## src/rtl/vc_tp_egress_queue_if.sv

```systemverilog
// -----------------------------------------------------------------------------
// vc_tp_egress_queue_if
//   Domain-labelled val/rdy channel used for both sides of the egress queue.
//   The producer of the transfer takes the master modport, the receiver the
//   slave modport.
//
//   domain : security domain the transfer belongs to (0 = L, 1 = H)
//   val    : transfer valid (producer -> receiver)
//   rdy    : transfer ready (receiver -> producer)
//   msg    : payload, p_nbits wide (producer -> receiver)
// -----------------------------------------------------------------------------
interface vc_tp_egress_queue_if #(
  parameter int p_nbits = 32
) ();

  logic               domain;
  logic               val;
  logic               rdy;
  logic [p_nbits-1:0] msg;

  modport master (output domain, output val, output msg, input rdy);
  modport slave  (input domain, input val, input msg, output rdy);

endinterface

```

## src/rtl/vc_tp_egress_queue.sv

```systemverilog
// -----------------------------------------------------------------------------
// vc_tp_egress_queue
//   Read side for domain-labelled register state. Two per-domain FIFOs
//   (domain 0 = L, domain 1 = H) are filled from one enqueue channel and
//   drained to one shared consumer. The consumer is granted to the domains
//   in fixed time-division slots of p_slot_cycles cycles each, so the drain
//   timing of one domain never depends on the other domain's traffic.
//
//   Parameters
//     p_nbits        payload width in bits
//     p_depth        entries per domain queue (power of two, >= 2)
//     p_slot_cycles  cycles per time slot (>= 2)
//
//   Ports
//     clk    in   clock
//     reset  in   synchronous, active-high reset
//     enq    slave  enqueue channel; enq.rdy depends only on enq.domain
//     deq    master dequeue channel; deq.domain is the current slot owner
//     occ0   out  domain-0 occupancy (0..p_depth)
//     occ1   out  domain-1 occupancy (0..p_depth)
//
//   Configuration
//     TP_EGRESS_DEAD_CYCLE_EN  when defined, the last cycle of every slot is
//                              dead (deq.val = 0) so no transfer straddles a
//                              domain switch. Undefined: every cycle usable.
// -----------------------------------------------------------------------------
module vc_tp_egress_queue #(
  parameter int p_nbits       = 32,
  parameter int p_depth       = 2,
  parameter int p_slot_cycles = 4
) (
  input  logic                     clk,
  input  logic                     reset,
  vc_tp_egress_queue_if.slave      enq,
  vc_tp_egress_queue_if.master     deq,
  output logic [$clog2(p_depth):0] occ0,
  output logic [$clog2(p_depth):0] occ1
);

  localparam int PTR_W = $clog2(p_depth);
  localparam int OCC_W = PTR_W + 1;
  localparam int CNT_W = $clog2(p_slot_cycles);

  localparam logic [OCC_W-1:0] OCC_FULL = OCC_W'(p_depth);
  localparam logic [CNT_W-1:0] CNT_LAST = CNT_W'(p_slot_cycles - 1);

  typedef enum logic {
    SLOT0 = 1'b0,
    SLOT1 = 1'b1
  } slot_e;

  // Slot FSM
  slot_e            state;
  logic [CNT_W-1:0] slot_cnt;

  // Per-domain queue state
  logic [p_nbits-1:0] mem  [2][p_depth];
  logic [PTR_W-1:0]   head [2];
  logic [PTR_W-1:0]   tail [2];
  logic [OCC_W-1:0]   occ  [2];

  logic [1:0] full;
  logic [1:0] empty;
  logic [1:0] enq_sel;   // one-hot: which queue accepts an entry this cycle
  logic [1:0] deq_sel;   // one-hot: which queue releases an entry this cycle
  logic       owner;
  logic       slot_open;
  logic       enq_fire;
  logic       deq_fire;

  // ---------------------------------------------------------------------------
  // Status decode. Full/empty come from registered occupancy only, so a full
  // queue refuses an enqueue even while it is being drained in the same cycle.
  // ---------------------------------------------------------------------------
  always_comb begin
    for (int d = 0; d < 2; d++) begin
      full[d]  = (occ[d] == OCC_FULL);
      empty[d] = (occ[d] == '0);
    end
  end

  assign owner = state;

`ifdef TP_EGRESS_DEAD_CYCLE_EN
  assign slot_open = (slot_cnt != CNT_LAST);
`else
  assign slot_open = 1'b1;
`endif

  // Enqueue side: ready looks only at the addressed domain's queue.
  assign enq.rdy  = !reset && !full[enq.domain];
  assign enq_fire = enq.val && enq.rdy;
  assign enq_sel  = !enq_fire ? 2'b00 : (enq.domain ? 2'b10 : 2'b01);

  // Dequeue side: only the slot owner is ever looked at; an empty owner
  // simply idles the consumer rather than letting the other domain through.
  assign deq.domain = owner;
  assign deq.val    = !reset && !empty[owner] && slot_open;
  assign deq.msg    = deq.val ? mem[owner][head[owner]] : '0;
  assign deq_fire   = deq.val && deq.rdy;
  assign deq_sel    = !deq_fire ? 2'b00 : (owner ? 2'b10 : 2'b01);

  assign occ0 = occ[0];
  assign occ1 = occ[1];

  // ---------------------------------------------------------------------------
  // Slot FSM: free-running, advanced by nothing but time and reset.
  // ---------------------------------------------------------------------------
  // NOTE: sequential state uses non-blocking assignments so every register
  // samples pre-edge values regardless of block or statement order.
  always_ff @(posedge clk) begin
    if (reset) begin
      state    <= SLOT0;
      slot_cnt <= '0;
    end else if (slot_cnt == CNT_LAST) begin
      slot_cnt <= '0;
      state    <= (state == SLOT0) ? SLOT1 : SLOT0;
    end else begin
      slot_cnt <= slot_cnt + 1'b1;
    end
  end

  // ---------------------------------------------------------------------------
  // Pointers and occupancy. Pointers wrap naturally at p_depth (power of two).
  // Simultaneous enq and deq on one queue moves both pointers, occ unchanged.
  // ---------------------------------------------------------------------------
  always_ff @(posedge clk) begin
    if (reset) begin
      for (int d = 0; d < 2; d++) begin
        head[d] <= '0;
        tail[d] <= '0;
        occ[d]  <= '0;
      end
    end else begin
      for (int d = 0; d < 2; d++) begin
        if (enq_sel[d]) tail[d] <= tail[d] + 1'b1;
        if (deq_sel[d]) head[d] <= head[d] + 1'b1;
        case ({enq_sel[d], deq_sel[d]})
          2'b10:   occ[d] <= occ[d] + 1'b1;
          2'b01:   occ[d] <= occ[d] - 1'b1;
          default: occ[d] <= occ[d];
        endcase
      end
    end
  end

  // NOTE: the payload array has no reset; occupancy alone decides which
  // entries are meaningful, and deq.msg is forced to zero when not valid.
  always_ff @(posedge clk) begin
    for (int d = 0; d < 2; d++) begin
      if (enq_sel[d]) mem[d][tail[d]] <= enq.msg;
    end
  end

  // ---------------------------------------------------------------------------
  // Run-time checks (ignored by synthesis).
  // ---------------------------------------------------------------------------
  always_ff @(posedge clk) begin
    if (!reset) begin
      assert (!$isunknown(enq.val));
      assert (!$isunknown(deq.rdy));
      assert (!$isunknown(enq.domain));
      assert (occ[0] <= OCC_FULL);
      assert (occ[1] <= OCC_FULL);
    end
  end

endmodule

```

## src/flat_wrapper.sv

```systemverilog
// flat-port wrapper written by rule: the top's interface ports become plain ports
module vc_tp_egress_queue_flat 
#(
  parameter int p_nbits       = 32,
  parameter int p_depth       = 2,
  parameter int p_slot_cycles = 4
)
  (clk, reset, occ0, occ1, enq_domain, enq_val, enq_msg, enq_rdy, deq_domain, deq_val, deq_msg, deq_rdy);
  vc_tp_egress_queue_if #(.p_nbits(p_nbits)) enq_i ();
  vc_tp_egress_queue_if #(.p_nbits(p_nbits)) deq_i ();
  input  logic clk;
  input  logic reset;
  output logic [$clog2(p_depth):0] occ0;
  output logic [$clog2(p_depth):0] occ1;
  input wire logic [$bits(enq_i.domain)-1:0] enq_domain;
  input wire logic [$bits(enq_i.val)-1:0] enq_val;
  input wire logic [$bits(enq_i.msg)-1:0] enq_msg;
  output wire logic [$bits(enq_i.rdy)-1:0] enq_rdy;
  output wire logic [$bits(deq_i.domain)-1:0] deq_domain;
  output wire logic [$bits(deq_i.val)-1:0] deq_val;
  output wire logic [$bits(deq_i.msg)-1:0] deq_msg;
  input wire logic [$bits(deq_i.rdy)-1:0] deq_rdy;
  assign enq_i.domain = enq_domain;
  assign enq_i.val = enq_val;
  assign enq_i.msg = enq_msg;
  assign enq_rdy = enq_i.rdy;
  assign deq_domain = deq_i.domain;
  assign deq_val = deq_i.val;
  assign deq_msg = deq_i.msg;
  assign deq_i.rdy = deq_rdy;
  vc_tp_egress_queue #(.p_nbits(p_nbits), .p_depth(p_depth), .p_slot_cycles(p_slot_cycles)) u_core (.clk(clk), .reset(reset), .enq(enq_i), .deq(deq_i), .occ0(occ0), .occ1(occ1));
endmodule
```

## config.mk

```make
export PLATFORM = sky130hd
export DESIGN_NAME = vc_tp_egress_queue_flat
export DESIGN_NICKNAME = d
export VERILOG_FILES = /design/src/rtl/vc_tp_egress_queue_if.sv /design/src/rtl/vc_tp_egress_queue.sv /design/src/flat_wrapper.sv
export SDC_FILE = /design/constraint.sdc
export NUM_CORES = 1
export LEC_CHECK = 0
export ABC_CLOCK_PERIOD_IN_PS = 7200
export BUFFER_PORTS_ARGS = -buffer_cell sky130_fd_sc_hd__clkbuf_2
export CORE_ASPECT_RATIO = 0.5
export CORE_MARGIN = 2
export CORE_UTILIZATION = 50
export CTS_CLUSTER_DIAMETER = 40
export DETAILED_ROUTE_END_ITERATION = 12
export PLACE_DENSITY = 0.71
export SLEW_MARGIN = 25
export SYNTH_ARGS = -nofsm -noshare
export SYNTH_HDL_FRONTEND = slang
export SYNTH_SLANG_ARGS = --single-unit
```

## constraint.sdc

```tcl
create_clock -name clk -period 7.2 [get_ports clk]
set_input_delay 1.08 -clock clk [delete_from_list [all_inputs] [get_ports clk]]
set_output_delay 1.08 -clock clk [all_outputs]
set_load 0.005 [all_outputs]
```

# Word-level counts from Yosys, hierarchy flattened
# Memory sizes are Yosys's and may differ from the RTL's. A register that Yosys moved wholly into a read port is not among the register bits.
# Cells that the tools add are included.
# totals
ramBits	136
input_bits	37
wordCells	125
n_memories	4
out_inout_bits	39
reg_bits	3
# op_classes
n_mux	68
eq_ne	7
bitwise	13
addsub	9
n_reduce_logical	15
order_cmp	7
# memory_table
memory	depth	word_bits	read_ports	rd_ports_with_merged_regs	wr	line	text
u_core.mem	2	64	1	1	1	vc_tp_egress_queue.sv:57	logic [p_nbits-1:0] mem [2][p_depth];
u_core.occ	2	2	2	0	2	vc_tp_egress_queue.sv:60	logic [OCC_W-1:0] occ [2];
u_core.head	2	1	3	1	2	vc_tp_egress_queue.sv:58	logic [PTR_W-1:0] head [2];
u_core.tail	2	1	2	0	2	vc_tp_egress_queue.sv:59	logic [PTR_W-1:0] tail [2];
# op_table
cell	count
two-way mux 64 bit	4
two-way mux 32 bit	6
demux 32 bit (select 1 bit)	2
OR reduction 64 bit	1
two-way mux 1 bit	46
two-way mux 2 bit	10
== test 2 bit (second input constant)	5
bitwise OR 1 bit	10
adder 2 x 1 -> 2 bit (second input constant)	3
greater-or-equal comparator 2 bit (second input constant)	3
logical AND 1 bit	6
NOT 1 -> 2 bit	3
OR reduction 2 bit	3
adder 1 bit (second input constant)	4
== test 2 x 1 -> 1 bit (second input constant)	2
logical NOT 2 bit	2
< comparator 1 x 2 -> 1 bit (second input constant)	2
< comparator 2 x 1 -> 1 bit (second input constant)	2
subtractor 2 x 1 -> 2 bit (second input constant)	2
logical NOT 1 bit	3

# Logic depth before layout (Yosys ltp)
# An unclocked memory read counts as a cell.
# logic_depth
word_depth	15
depth_mapped	9

# Worst setup path before layout
# OpenSTA, ideal clock, no wires.
# synth_path
path_type	input port to flip-flop
start	in reset
end	mem u_core.mem[0][32] (netlist name), enable pin
path_stages	5
t_arrival_ps	3084
slack_ps	3695
t_required_ps	6779
path_cell_list	clkbuf_1 -> nand2b_1 -> nor3_1 -> inv_1 -> nor2_1
# synth_between
elab_chain_cells	8
elab_cells_between_ends	11
# synth_lines
element	line	text
start: declaration	flat_wrapper.sv:12	input logic reset;
logical NOT 1 bit (*)	vc_tp_egress_queue.sv:91	assign enq.rdy = !reset && !full[enq.domain];
logical AND 1 bit (*)	vc_tp_egress_queue.sv:91	
logical AND 1 bit (*)	vc_tp_egress_queue.sv:92	assign enq_fire = enq.val && enq.rdy;
two-way mux 2 bit (*)	vc_tp_egress_queue.sv:93	assign enq_sel = !enq_fire ? 2'b00 : (enq.domain ? 2'b10 : 2'b01);
two-way mux 1 bit	vc_tp_egress_queue.sv:151	if (enq_sel[d]) mem[d][tail[d]] <= enq.msg;
two-way mux 64 bit (implied by the code)	vc_tp_egress_queue.sv:151	
OR reduction 64 bit (no source line)	-	
two-way mux 1 bit (no source line) or two-way mux 64 bit (tied branches)	-	
end: declaration	vc_tp_egress_queue.sv:57	
# Every way passes the cells marked *; elsewhere a longest branch is shown, timed or not.

==> run_results.csv <==
group,metric,value,unit
synthesis,synth_area_leaders,"edfxtp_1, mux4_1, and2_1",
synthesis,ys_seq_area_share,72.95,%
synthesis,syn_inst,279,
pwr,peakVddDrop,0.0002434,V
routing,wl_per_cell,19.37,um
timing,setup_ws,3.096,ns
routing,drtAntennaViolNets,0,
synthesis,ys_ff_latch,140,
timing,rsz0062_at_grt,"no",
synthesis,synth-adder-area-share,1.315,%
placement,hpwlAfterDp,6.349,mm
synthesis,synth_nets,322,
final_layout,finalNonFillerCells,524,
pwr,internal_power,0.001613,W
final_layout,n_antenna_cell,0,
worst_setup_path,worst-setup-path-type,"reg -> out",
placement,pre_cts_slack,3.478,ns
global_routing,grt_pass1_wl,15.66,mm
worst_setup_path,cp_slowest_cell,"dfxtp_2",
routing,post-route-drc-count,0,
global_routing,grt-ovfl-total,0,
cts,cts_sinks,140,
cts,cts_setup_buffers,0,
pwr,power_density,293.2,nW/um^2
cts,insertion_delay,0.41,ns
flow_run,drv_cap,0,
pwr,leakage,2.542,nW
pwr,switching_share,20.84,%
global_routing,grt_util_all_layers,17.41,%
floorplan,io-pin-count,76,
worst_setup_path,crit_arrival,3.02,ns
synthesis,synthMuxAreaShare,15.12,%
worst_setup_path,cp-start-kind,"register",
timing,slew_headroom,31.36,%
floorplan,core_area,11050,um^2
placement,gp_congestion,0.7582,
routing,first_pass_iters,4,
synthesis,avgSynthCellArea,20.46,um^2
final_layout,drive_gt1_share,31.40,%
synthesis,synth_common_cells,"edfxtp_1, and2_1, mux4_1",
cts,cts_resized,0,
worst_setup_path,crit_family,"multiplexers",
routing,viasPerCell,5.500,
timing,worst-slew-pin-transition,1.030,ns
synthesis,yosysUniqueCellTypes,33,
timing,hold_slack,0.4278,ns
global_routing,grt_max_degree,36,
cts,clk_path_buf_depth,2,
run_status,status,"finished, final reports clean",
synthesis,yosys.area_share.simple,6.642,%
pwr,comb_power_share,7.5,%
cts,cts_hold_buf,0,
global_routing,antenna_found_initial,0,
timing,fin_crit,4.104,ns
timing,post-route-period-util,57.01,%
cts,cts_tree,"built",
final_layout,layout.nets,409,
synthesis,synth-xor-area-share,0.4603,%
synthesis,synth.top_cell.area_share,71.55,%
synthesis,synth-compound-area-share,1.162,%
worst_setup_path,worst_setup_path_end_kind,"output pin",
timing,worst_clock_skew,0.01113,ns
timing,max_clock_freq,243.6,MHz
synthesis,synth_top_cell_by_area,"edfxtp_1",
placement,buffer_ports.inserted,75,
cts,htree_levels,4,
synthesis,async_reset_ff_share,0,%
synthesis,yosysMostFrequentCell,"edfxtp_1",
timing,finalSetupViolations,0,
final_layout,utilization,62.90,%
cts,cts_made_buffers,17,
floorplan,die_x,155.1,um
placement,dpl.cell_count,491,
floorplan,num_rows,27,
floorplan,die-area,12340,um^2
worst_setup_path,crit_buf_inv,2,
synthesis,synth_area,5708,um^2
worst_setup_path,path_cells,"mux2i_4 > buf_16 > mux4_1 > and2_1 > clkbuf_2",
worst_setup_path,required,6.12,ns
synthesis,synth_top_family_by_area,"multiplexers",
timing,finalHoldViolCount,0,
timing,setup_tns,0,ns
floorplan,start_util,51.67,%
synthesis,synth_edf_count,136,
synthesis,yosysWarningCount,0,
floorplan,die_h,79.55,um
routing,drt_wl_total,10.15,mm
pwr,seqPwrFrac,46.1,%
timing,drv_slew,0,
worst_setup_path,slowest_delay,1.00,ns
pwr,pwr-share-clk,46.4,%
global_routing,grt_pass1_vias,3007,
worst_hold_path,hold_class,"reg -> reg",
routing,drt_iter0_drc,193,
pwr,power.switching,0.0004247,W
synthesis,synth_flop_cell,"edfxtp_1",
final_layout,area_growth,21.72,%
worst_setup_path,crit_fanout,33,
cts,cts_root_buffer,"clkbuf_16",
cts,clkTransAtPathRegs,0.06,ns
routing,vias,2882,
[metrics by stage]
stage               total power [W]  area [um^2]
floorplan                  0.001046         5708
global placement           0.001096         6190
detailed placement         0.001109         6272
CTS                        0.002053         6920
global route               0.002101         6948
finish                     0.002037         6948
[routing by layer]
metal | up-vias | wire length [um] | global-route usage, %
met1 | 1467 | 4563 | 22.50
met5 | - | 0 | 0
met3 | 7 | 574 | 6.460
met4 | 0 | 68 | 4.167
met2 | 84 | 4945 | 28.49
li1 | 1324 | - | -
[power groups by stage]
| stage | clock (W) | sequential [W] | combinational (W) |
|---|---|---|---|
| global placement | 0 | 0.000954 | 0.000143 |
| floorplan | 0 | 0.000945 | 0.000100 |
| detailed placement | 0 | 0.000956 | 0.000154 |
| CTS | 0.000960 | 0.000939 | 0.000154 |
| finish | 0.000945 | 0.000938 | 0.000154 |
| global route | 0.000992 | 0.000941 | 0.000168 |
[flip-flops by register name, summed over array words and instances, names as in the netlist, named ones only]
name / count
u_core.deq.domain: 1
u_core.slot_cnt: 2
u_core.head: 2
u_core.occ: 4
u_core.tail: 2
u_core.mem: 128
[path summary, 6_finish.rpt]
kind,from,slack (ns),depth (start not counted),endpoint
worst max-delay path,register,3.10,5,deq_msg[12]
worst min-delay path,u_core.slot_cnt[0],0.43,1,u_core.slot_cnt[0]
worst max register to register,u_core.occ[1][0],4.19,8,u_core.occ[1][0]
worst min register to register,u_core.slot_cnt[0],0.43,1,u_core.slot_cnt[0]
[cell families (layout without fill, tap and decap cells)]
family	count (synthesis)	after routing
AO/OA/AOI/OAI	10	10
XOR/XNOR	3	3
adder cells (fa/ha/maj)	6	6
buffers and inverters	20	120
flip-flops	140	140
multiplexers	33	33
AND/OR/NAND/NOR	67	67
[placed cells by master (no fill, tap or decap), drive strengths merged, types with 4 or more instances in the layout]
master,count
inv,9
ha,6
dfxtp,4
buf,4
o21ai,4
and2,33
clkinv,4
edfxtp,136
nor2,12
nor3b,4
mux4,32
clkbuf,92
nor3,5
bufinv,5
clkinvlp,6
[area by class of cell]
class / count / area [um^2]
Clock inverter: 15 / 222.7
Fill cell: 764 / 4099
Inverter: 9 / 33.78
Clock buffer: 17 / 425.4
Sequential cell: 140 / 4165
Timing Repair Buffer: 79 / 485.5
Tap cell: 145 / 181.4
Multi-Input combinational cell: 119 / 1434
[worst reg2reg max path: cells and delay by family, from the launching register on]
family,cells,cell delay [ns]
flops,1,0.41
compound gates,3,1.20
buf+inv,2,0.51
simple gates,1,0.15
fa+ha+maj,2,0.45
Power figures use the tool's default switching activity.
